**src/rtl/return_stack_unit_pkg.sv**
```systemverilog
// rtl/return_stack_unit_pkg.sv - shared stack-command and FSM state encodings
package return_stack_unit_pkg;

    typedef logic [1:0] sp_cmd_t;

    // Stack commands issued by the control unit on SP_ADD
    localparam sp_cmd_t SP_HOLD = 2'b00;
    localparam sp_cmd_t SP_POP  = 2'b01;
    localparam sp_cmd_t SP_PUSH = 2'b10;
    localparam sp_cmd_t SP_RSVD = 2'b11;

    // Return-stack FSM states
    localparam logic [0:0] ST_NORMAL = 1'b0;
    localparam logic [0:0] ST_FAULT  = 1'b1;

endpackage

```
**src/rtl/rs_regfile.sv**
```systemverilog
// rtl/rs_regfile.sv - return-address storage, one sync write port, one async read port
module rs_regfile #(
    parameter int DEPTH = 8,
    parameter int AW    = 32
) (
    input  logic                     clk,
    input  logic                     we,
    input  logic [$clog2(DEPTH)-1:0] waddr,
    input  logic [AW-1:0]            wdata,
    input  logic [$clog2(DEPTH)-1:0] raddr,
    output logic [AW-1:0]            rdata
);

    logic [AW-1:0] mem [DEPTH];

    // Contents are never reset; validity is tracked by the stack count
    always_ff @(posedge clk) begin
        if (we) begin
            mem[waddr] <= wdata;
        end
    end

    assign rdata = mem[raddr];

endmodule

```
**src/rtl/return_stack_unit.sv**
```systemverilog
// rtl/return_stack_unit.sv - hardware return-address stack with overflow/underflow fault handling
module return_stack_unit
    import return_stack_unit_pkg::*;
#(
    parameter int DEPTH = 8,
    parameter int AW    = 32
) (
    input  logic                   clk,
    input  logic                   reset,
    input  logic                   en,
    input  logic [1:0]             SP_ADD,
    input  logic [AW-1:0]          push_addr,
    input  logic                   clear_err,
    output logic [AW-1:0]          ret_addr,
    output logic                   ret_valid,
    output logic [AW-1:0]          top_addr,
    output logic [$clog2(DEPTH):0] count,
    output logic                   empty,
    output logic                   full,
    output logic                   overflow_err,
    output logic                   underflow_err,
    output logic                   fault
);

    localparam int IW = $clog2(DEPTH);
    localparam int CW = IW + 1;
    localparam logic [CW-1:0] DEPTH_CNT = CW'(DEPTH);
    localparam logic [CW-1:0] CNT_ONE   = CW'(1);
    localparam logic [IW-1:0] IDX_ONE   = IW'(1);

    logic [0:0]    state;
    logic          active;
    logic          is_push;
    logic          is_pop;
    logic          push_ok;
    logic          pop_ok;
    logic          wr_en;
    logic [IW-1:0] rd_idx;
    logic [IW-1:0] wr_idx;
    logic [AW-1:0] rd_data;

    // Commands are only honoured in NORMAL; reserved/hold encodings decode to nothing
    assign active  = (state == ST_NORMAL) && en;
    assign is_push = active && (SP_ADD == SP_PUSH);
    assign is_pop  = active && (SP_ADD == SP_POP);
    assign push_ok = is_push && !full;
    assign pop_ok  = is_pop && !empty;
    assign wr_en   = push_ok && !reset;

    // Top of stack lives at count-1; a full stack wraps the index back to DEPTH-1
    assign wr_idx = count[IW-1:0];
    assign rd_idx = count[IW-1:0] - IDX_ONE;

    assign empty    = (count == '0);
    assign full     = (count == DEPTH_CNT);
    assign fault    = (state == ST_FAULT);
    assign top_addr = empty ? '0 : rd_data;

    rs_regfile #(
        .DEPTH (DEPTH),
        .AW    (AW)
    ) u_regfile (
        .clk   (clk),
        .we    (wr_en),
        .waddr (wr_idx),
        .wdata (push_addr),
        .raddr (rd_idx),
        .rdata (rd_data)
    );

    // Stack pointer, popped-address register, error flags and fault FSM
    always_ff @(posedge clk) begin
        if (reset) begin
            state         <= ST_NORMAL;
            count         <= '0;
            ret_addr      <= '0;
            ret_valid     <= 1'b0;
            overflow_err  <= 1'b0;
            underflow_err <= 1'b0;
        end else begin
            ret_valid <= 1'b0;
            if (state == ST_FAULT) begin
                if (clear_err) begin
                    overflow_err  <= 1'b0;
                    underflow_err <= 1'b0;
                    state         <= ST_NORMAL;
                end
            end else begin
                if (push_ok) begin
                    count <= count + CNT_ONE;
                end else if (is_push) begin
                    overflow_err <= 1'b1;
                    state        <= ST_FAULT;
                end
                if (pop_ok) begin
                    count     <= count - CNT_ONE;
                    ret_addr  <= rd_data;
                    ret_valid <= 1'b1;
                end else if (is_pop) begin
                    underflow_err <= 1'b1;
                    state         <= ST_FAULT;
                end
            end
        end
    end

endmodule

```
**config.mk**
```make
export PLATFORM = sky130hd
export DESIGN_NAME = return_stack_unit
export DESIGN_NICKNAME = d
export VERILOG_FILES = /design/src/rtl/return_stack_unit_pkg.sv /design/src/rtl/rs_regfile.sv /design/src/rtl/return_stack_unit.sv
export SDC_FILE = /design/constraint.sdc
export NUM_CORES = 1
export LEC_CHECK = 0
export BUFFER_PORTS_ARGS = -buffer_cell sky130_fd_sc_hd__buf_2
export CAP_MARGIN = 30
export CORE_UTILIZATION = 53
export DETAILED_ROUTE_END_ITERATION = 10
export GPL_ROUTABILITY_DRIVEN = 0
export HOLD_SLACK_MARGIN = 0.02
export PLACE_DENSITY = 0.8
export SYNTH_ARGS = -nofsm -noshare
export SYNTH_HDL_FRONTEND = slang
export SYNTH_SLANG_ARGS = --single-unit
```
**constraint.sdc**
```tcl
create_clock -name clk -period 4.76 [get_ports clk]
set_input_delay 1.19 -clock clk [delete_from_list [all_inputs] [get_ports clk]]
set_output_delay 1.19 -clock clk [all_outputs]
set_load 0.01 [all_outputs]
```
======== Word level (Yosys, flattened, before mapping) ========
Memory sizes are Yosys's and may differ from the RTL's.
Index checks and enable logic that the tools add are counted.
cells by class
  $add $sub $neg .......................... 3
  multipliers ............................. 0
  divide/modulo/power cells ............... 0
  $lt $le $gt $ge ......................... 0
  equality and inequality tests ........... 6
  shift-type cells ........................ 0
  mux-type cells .......................... 19
  bitwise logic cells ..................... 1
  reduce and logical (&&, ||, !) cells .... 18
operators with widths
  kind                                                                   count
  32-bit two-way mux                                                     1
  1-bit two-way mux                                                      16
  4-bit two-way mux                                                      2
  1-bit logical AND                                                      6
  2-bit inequality test, second input constant                           3
  3-bit AND reduction                                                    2
  2-bit nonzero test                                                     3
  4-bit by 1-bit adder with 4-bit output, second input constant          1
  4-bit equality test, second input constant                             1
  4-bit logical NOT                                                      1
  2-bit AND reduction                                                    2
  4-bit by 1-bit subtractor with 4-bit output, second input constant     1
  1-bit logical NOT                                                      3
  3-bit by 1-bit subtractor with 3-bit output, second input constant     1
  2-bit by 1-bit equality test with 1-bit output, second input constant  1
  2-bit equality test, second input constant                             1
  2-bit OR reduction                                                     1
  1-bit NOT                                                              1
word-level totals
  register bits ........................... 40
  bits in latches ......................... 0
  RAM bits ................................ 256
  bits in read-only memories .............. 0
  bits of input ports ..................... 38
  output and inout bits ................... 74
  memories kept ........................... 1
memory list
  name           depth  bits a word  read ports  clocked after Yosys merged registers in  write ports  line              source
  u_regfile.mem  8      32           1           0                                        1            rs_regfile.sv:14  logic [AW-1:0] mem [DEPTH];

======== Logic depth before layout (Yosys ltp) ========
  depth in word-level cells ............... 8
  depth in mapped cells ................... 13

======== Hierarchy ========
Synthesis repeated with hierarchy kept, for this count alone.
second synthesis, totals
  cell total of the unflattened synthesis .. 610
  area, all modules ....................... 11603.6 sq um
modules (own cells, without submodules)
  module             times used  cells an instance  area each (sq um)
  rs_regfile         1           383                9825.7
  return_stack_unit  1           227                1778.0

======== Worst setup path before layout ========
OpenSTA, ideal clock, no wires.
  kind .................................... in2reg
  start point ............................. input SP_ADD[1]
  end point ............................... memory u_regfile.mem[1][0], enable pin
  data arrival time ....................... 4.195 ns
  setup slack ............................. 0.104 ns
  stages .................................. 4
  buffers on the path ..................... 0
  cells stage by stage .................... nor4bb_1 > and2_1 > nand3_1 > nor3_1
on the way
  word-level cells in the longest chain between the ends .. 6
RTL lines
  element                                  line                     source
  from (decl)                              return_stack_unit.sv:11  input logic [1:0] SP_ADD,
  2-bit equality test                      return_stack_unit.sv:44  assign is_push = active && (SP_ADD == SP_PUSH);
  1-bit logical AND                        return_stack_unit.sv:44
  1-bit logical AND                        return_stack_unit.sv:46  assign push_ok = is_push && !full;
  1-bit logical AND                        return_stack_unit.sv:48  assign wr_en = push_ok && !reset;
  1-bit two-way mux                        rs_regfile.sv:18         if (we) begin
  1-bit two-way mux (implied by the code)  rs_regfile.sv:19         mem[waddr] <= wdata;
  to (decl)                                rs_regfile.sv:14
No other way between the ends.

======== Worst setup path after layout ========
  start point ............................. register count[0]
  end point ............................... output top_addr[19]
on the way
  word-level cells in the longest chain between the ends .. 3
  elaborated cells between the ends (all ways) .. 4
  classes of those cells .................. add/sub (1); mux (1); reduce/logical (1); memory (1)
RTL lines
  element                                      line                     source
  from (decl)                                  return_stack_unit.sv:17  output logic [$clog2(DEPTH):0] count,
  from (signal assigned)                       return_stack_unit.sv:90  count <= count + CNT_ONE;
  from (signal assigned)                       return_stack_unit.sv:96  count <= count - CNT_ONE;
  3-bit by 1-bit subtractor with 3-bit output  return_stack_unit.sv:52  assign rd_idx = count[IW-1:0] - IDX_ONE;
  via rd_idx[0]                                return_stack_unit.sv:38  logic [IW-1:0] rd_idx;
  memory read 8 x 32 bit                       n/a
  32-bit two-way mux                           return_stack_unit.sv:57  assign top_addr = empty ? '0 : rd_data;
  to (decl)                                    return_stack_unit.sv:16  output logic [AW-1:0] top_addr,
The timed path passes the listed nets, and every way through them passes these cells.

==> tab_implementation.tex <==
\begin{tabular}{lr}
\hline
Metric & Value \\
\hline
\multicolumn{2}{l}{\textbf{Synthesis}} \\
\quad Post-Synthesis Cells & just under 600 \\
\quad Post-synthesis share of cell area spent on full adders, half adders and majority gates & less than 1\% \\
\quad Most common flop cell mapped by yosys & sky130\_fd\_sc\_hd\_\_edfxtp\_1 \\
\quad Ys Warns & 0 \\
\quad Mean instance size in the synthesized netlist & roughly 20 µm² \\
\quad Xor and xnor fraction of the mapped netlist area & less than 1\% \\
\quad Fraction of the yosys area taken by sequential cells & between 70\% and 80\% \\
\quad Dominant combinational cell family by area after synthesis & multiplexers \\
\quad Number of synthesized flops with an enable pin & 256 \\
\quad Library cells used by synthesis & 38 \\
\quad Post-synthesis instance area & between 10,000 and 15,000 µm² \\
\quad Ys async rst share & 0\% \\
\quad Synthesized-area fraction occupied by and/or/nand/nor cells & 3.675\% \\
\quad Synthesized-area fraction occupied by ao, oa, aoi and oai cells & between 3 and 4\% \\
\quad Number of nets produced by synthesis & a little over 600 \\
\quad Synthesized flop and latch total & $\sim$300 \\
\quad Share of synthesized area spent on multiplexers & between 10\% and 20\% \\
\multicolumn{2}{l}{\textbf{Critical path}} \\
\quad Kind of launch point of the worst setup path & register \\
\quad Reg-to-reg endpoint & u\_regfile.mem[5][29]\$\_DFFE\_PP\_ \\
\quad Cell breakdown of the critical path & inv\_1 -> ha\_2 -> buf\_12 -> mux4\_2 -> mux2i\_1 -> nor2\_1 -> buf\_2 \\
\quad Worst path arrival time & 3.12 ns \\
\quad Slowest cell on the critical path & sky130\_fd\_sc\_hd\_\_dfxtp\_4 \\
\quad Crit Path Max Fanout & 64 \\
\quad Number of cells traversed by the worst register-to-register path & 7 \\
\quad Data required time at the worst endpoint & roughly 3.6 ns \\
\quad Worst Setup SP & count[0]\$\_SDFFE\_PP0P\_ \\
\quad Kind of cell adding the most delay to the critical path & multiplexers \\
\quad Number of gates on the worst path with buffers counted & 7 \\
\quad Worst setup endpoint & top\_addr[19] \\
\quad Number of buffer and inverter stages on the critical path & 3 \\
\quad Critical path class & reg2out \\
\quad Delay of the slowest cell on the worst path & 0.68 ns \\
\quad Worst R2R Setup Slack & between 1.5 and 2 ns \\
\quad Startpoint of the lowest-slack register-to-register path & count[0]\$\_SDFFE\_PP0P\_ \\
\quad Endpoint kind of the worst setup timing path & output port \\
\multicolumn{2}{l}{\textbf{Drt}} \\
\quad Router iterations before antenna repair & 5 \\
\quad Drt first-iter violations & about 370 \\
\quad Drt drc & 0 \\
\quad Average vias per placed instance & $\sim$5.9 \\
\quad Routed wire length per instance & 23.41 µm \\
\quad Number of antenna-violating nets in the routed design & 0 \\
\quad Routed wire length & about 23,000 µm \\
\quad DR vias & 5,847 \\
\multicolumn{2}{l}{\textbf{STA}} \\
\quad Max Clock Skew & approximately 0.015 ns \\
\quad Unrepaired setup endpoints after global routing & false \\
\quad Max Transition Viols Final & 0 \\
\quad Maximum frequency from static timing analysis & $\sim$230 MHz \\
\quad Final Hold Vio Count & 0 \\
\quad Slack of the critical path & between 0.4 and 0.5 ns \\
\quad Post-route minimum period & 4.307 ns \\
\quad Finish-stage setup viols & 0 \\
\quad Final-layout setup total negative slack & 0 ns \\
\quad Final cycle utilization of the critical path & between 90 and 100\% \\
\quad Worst-Margin Slew & roughly 0.84 ns \\
\quad Worst rel slew slack & approximately 44\% \\
\multicolumn{2}{l}{\textbf{Clocking}} \\
\quad Count of hold buffers inserted by post-cts repair & 0 \\
\quad Number of levels the H-tree was split into & 1 \\
\quad Maximum buffer depth of the clock tree & 3 \\
\quad TritonCTS clock tree & done \\
\quad Post-CTS Setup Inserts & 0 \\
\quad Sinks on Clock Net & 296 \\
\quad Buffer type at the clock tree root & sky130\_fd\_sc\_hd\_\_clkbuf\_16 \\
\quad Number of cells upsized or downsized after cts & 0 \\
\quad Post-CTS clock slew at the launch and capture registers of the worst setup and hold paths & $\sim$0.060 ns \\
\quad Number of CTS-inserted buffers & 28 \\
\quad Insertion delay of the later-clocked pin in the worst-skew pair & roughly 0.54 ns \\
\multicolumn{2}{l}{\textbf{Global route}} \\
\quad Gr ovfl total & 0 \\
\quad Initial antenna violation count & 4 \\
\quad Global-route usage over all layers & about a fifth \\
\quad First-pass GRT wire length & $\sim$34,000 µm \\
\quad Largest net degree at the start of global routing & 65 \\
\quad Number of global-route vias before repair & 5,884 \\
\multicolumn{2}{l}{\textbf{Cells and area}} \\
\quad Commonest non-fill, non-tap cell in the layout & sky130\_fd\_sc\_hd\_\_edfxtp\_1 \\
\quad Share of final-layout standard cells stronger than drive strength 1 & 37.97\% \\
\quad Final-stage net count & between 700 and 800 \\
\quad Commonest cells after routing, fill and taps aside & sky130\_fd\_sc\_hd\_\_edfxtp\_1, sky130\_fd\_sc\_hd\_\_buf\_2, sky130\_fd\_sc\_hd\_\_nor2\_1 \\
\quad Layout Cells excl Fill & $\sim$1,000 \\
\quad Synth-to-layout area growth & 16.20\% \\
\multicolumn{2}{l}{\textbf{Placed design}} \\
\quad Final HPWL from detailed placement & around 13,000 µm \\
\quad Count of placed standard cells including taps & between 900 and 1,000 \\
\quad Count of buffers from port buffering & 111 \\
\quad Worst slack at placement & approximately 0.73 ns \\
\multicolumn{2}{l}{\textbf{Worst hold path}} \\
\quad Type of the tightest min-delay check & reg2reg \\
\quad Startpoint of the worst hold path & overflow\_err\$\_SDFFE\_PP0P\_ \\
\multicolumn{2}{l}{\textbf{Power}} \\
\quad Maximum vdd drop & 0.0003036 V \\
\quad Static leakage & between 4 and 5 nW \\
\quad Total power divided by cell area & just over 400 nW/µm² \\
\quad Overall power after layout & 5.452 mW \\
\multicolumn{2}{l}{\textbf{Die}} \\
\quad Total die area & around 22,000 µm² \\
\quad Site Rows & 53 \\
\quad Overall die height & roughly 150 µm \\
\quad Starting density of the core & approximately 54\% \\
\quad Width of the die & 148.7 µm \\
\quad Number of top-level pins & approximately 110 \\
\quad Std-Cell Core Area & approximately 21,000 µm² \\
\multicolumn{2}{l}{\textbf{Flow run}} \\
\quad Max-capacitance violation count & 0 \\
\multicolumn{2}{l}{\textbf{Outcome}} \\
\quad Outcome & finished clean \\
\hline
\end{tabular}
## worst min path at each step
stage / cells after the start / slack [ns] / end
2_1_floorplan: 2 / 0.48 / overflow_err$_SDFFE_PP0P_
3_3_place_gp: 2 / 0.45 / underflow_err$_SDFFE_PP0P_
3_5_place_dp: 2 / 0.47 / underflow_err$_SDFFE_PP0P_
4_1_cts: 2 / 0.48 / overflow_err$_SDFFE_PP0P_
5_1_grt: 2 / 0.50 / underflow_err$_SDFFE_PP0P_
6_report: 2 / 0.48 / overflow_err$_SDFFE_PP0P_
## sequential cells by signal (all words and copies together) (netlist names)
signal and flops:
ret_valid 1, overflow_err 1, fault 1, count 4, ret_addr 32, underflow_err 1, u_regfile.mem 256
## report_power, final
group / switching (mW) / internal [mW] / total, mW
logic: 0.277 / 0.207 / 0.484
registers: 0.0209 / 2.83 / 2.86
clock network: 0.901 / 1.21 / 2.11
## metrics by stage
stage,cell area [µm²],hold slack [ns],utilization [%]
detailed placement,12340,0.4668,58.53
global placement,12340,0.4499,58.53
floorplan,11410,0.4805,-
global route,13250,0.4995,62.83
CTS,13230,0.4809,62.72
finish,13250,0.4848,62.85
## tightest hold or removal path: stages (launching register included)
cell and delay, ns:
sky130_fd_sc_hd__dfxtp_1 0.32, sky130_fd_sc_hd__nand2_1 0.06, sky130_fd_sc_hd__a21oi_1 0.06
## synth_stat cells, types with 2 or more instances
| cell | instances | share of area, % |
|---|---|---|
| sky130_fd_sc_hd__edfxtp_1 | 256 | 67 |
| sky130_fd_sc_hd__nor2_1 | 74 | 2.4 |
| sky130_fd_sc_hd__mux4_2 | 63 | 12 |
| sky130_fd_sc_hd__dfxtp_1 | 40 | 7.0 |
| sky130_fd_sc_hd__mux2i_1 | 33 | 2.9 |
| sky130_fd_sc_hd__a211oi_2 | 28 | 3.1 |
| sky130_fd_sc_hd__clkbuf_1 | 12 | 0.39 |
| sky130_fd_sc_hd__buf_2 | 11 | 0.48 |
| sky130_fd_sc_hd__nand2_1 | 8 | 0.26 |
| sky130_fd_sc_hd__buf_6 | 6 | 0.59 |
| sky130_fd_sc_hd__a211oi_1 | 5 | 0.33 |
| sky130_fd_sc_hd__buf_1 | 4 | 0.13 |
| sky130_fd_sc_hd__inv_1 | 4 | 0.13 |
| sky130_fd_sc_hd__a21oi_1 | 2 | 0.088 |
| sky130_fd_sc_hd__and2_1 | 2 | 0.11 |
| sky130_fd_sc_hd__ha_1 | 2 | 0.22 |
| sky130_fd_sc_hd__nand2b_1 | 2 | 0.11 |
| sky130_fd_sc_hd__nand3_1 | 2 | 0.088 |
| sky130_fd_sc_hd__nor2b_1 | 2 | 0.11 |
| sky130_fd_sc_hd__nor3_1 | 2 | 0.088 |
| sky130_fd_sc_hd__xnor2_1 | 2 | 0.15 |
## logic make-up after synthesis
group / count (synthesis)
AO/OA/AOI/OAI: 40
XOR/XNOR: 3
adder cells (fa/ha/maj): 2
buffers and inverters: 40
flip-flops: 296
multiplexers: 98
AND/OR/NAND/NOR: 98
## final cells by class
type / instances / area, µm²
Inverter: 5 / 18.77
Clock inverter: 15 / 98.84
Antenna cell: 3 / 7.507
Fill cell: 1446 / 7834
Timing Repair Buffer: 125 / 735.7
Tap cell: 275 / 344.1
Sequential cell: 296 / 8492
Clock buffer: 37 / 785.8
Multi-Input combinational cell: 241 / 2771
## layer usage
metal / vias to the layer above / global-route usage [%] / wire length [µm]
met4: 4 / 7.423 / 506
met2: 223 / 36.73 / 11930
met1: 3022 / 27.64 / 9521
met3: 45 / 3.190 / 1354
met5: - / 0 / 27
li1: 2553 / - / -
(Power assumes the default switching activity.)
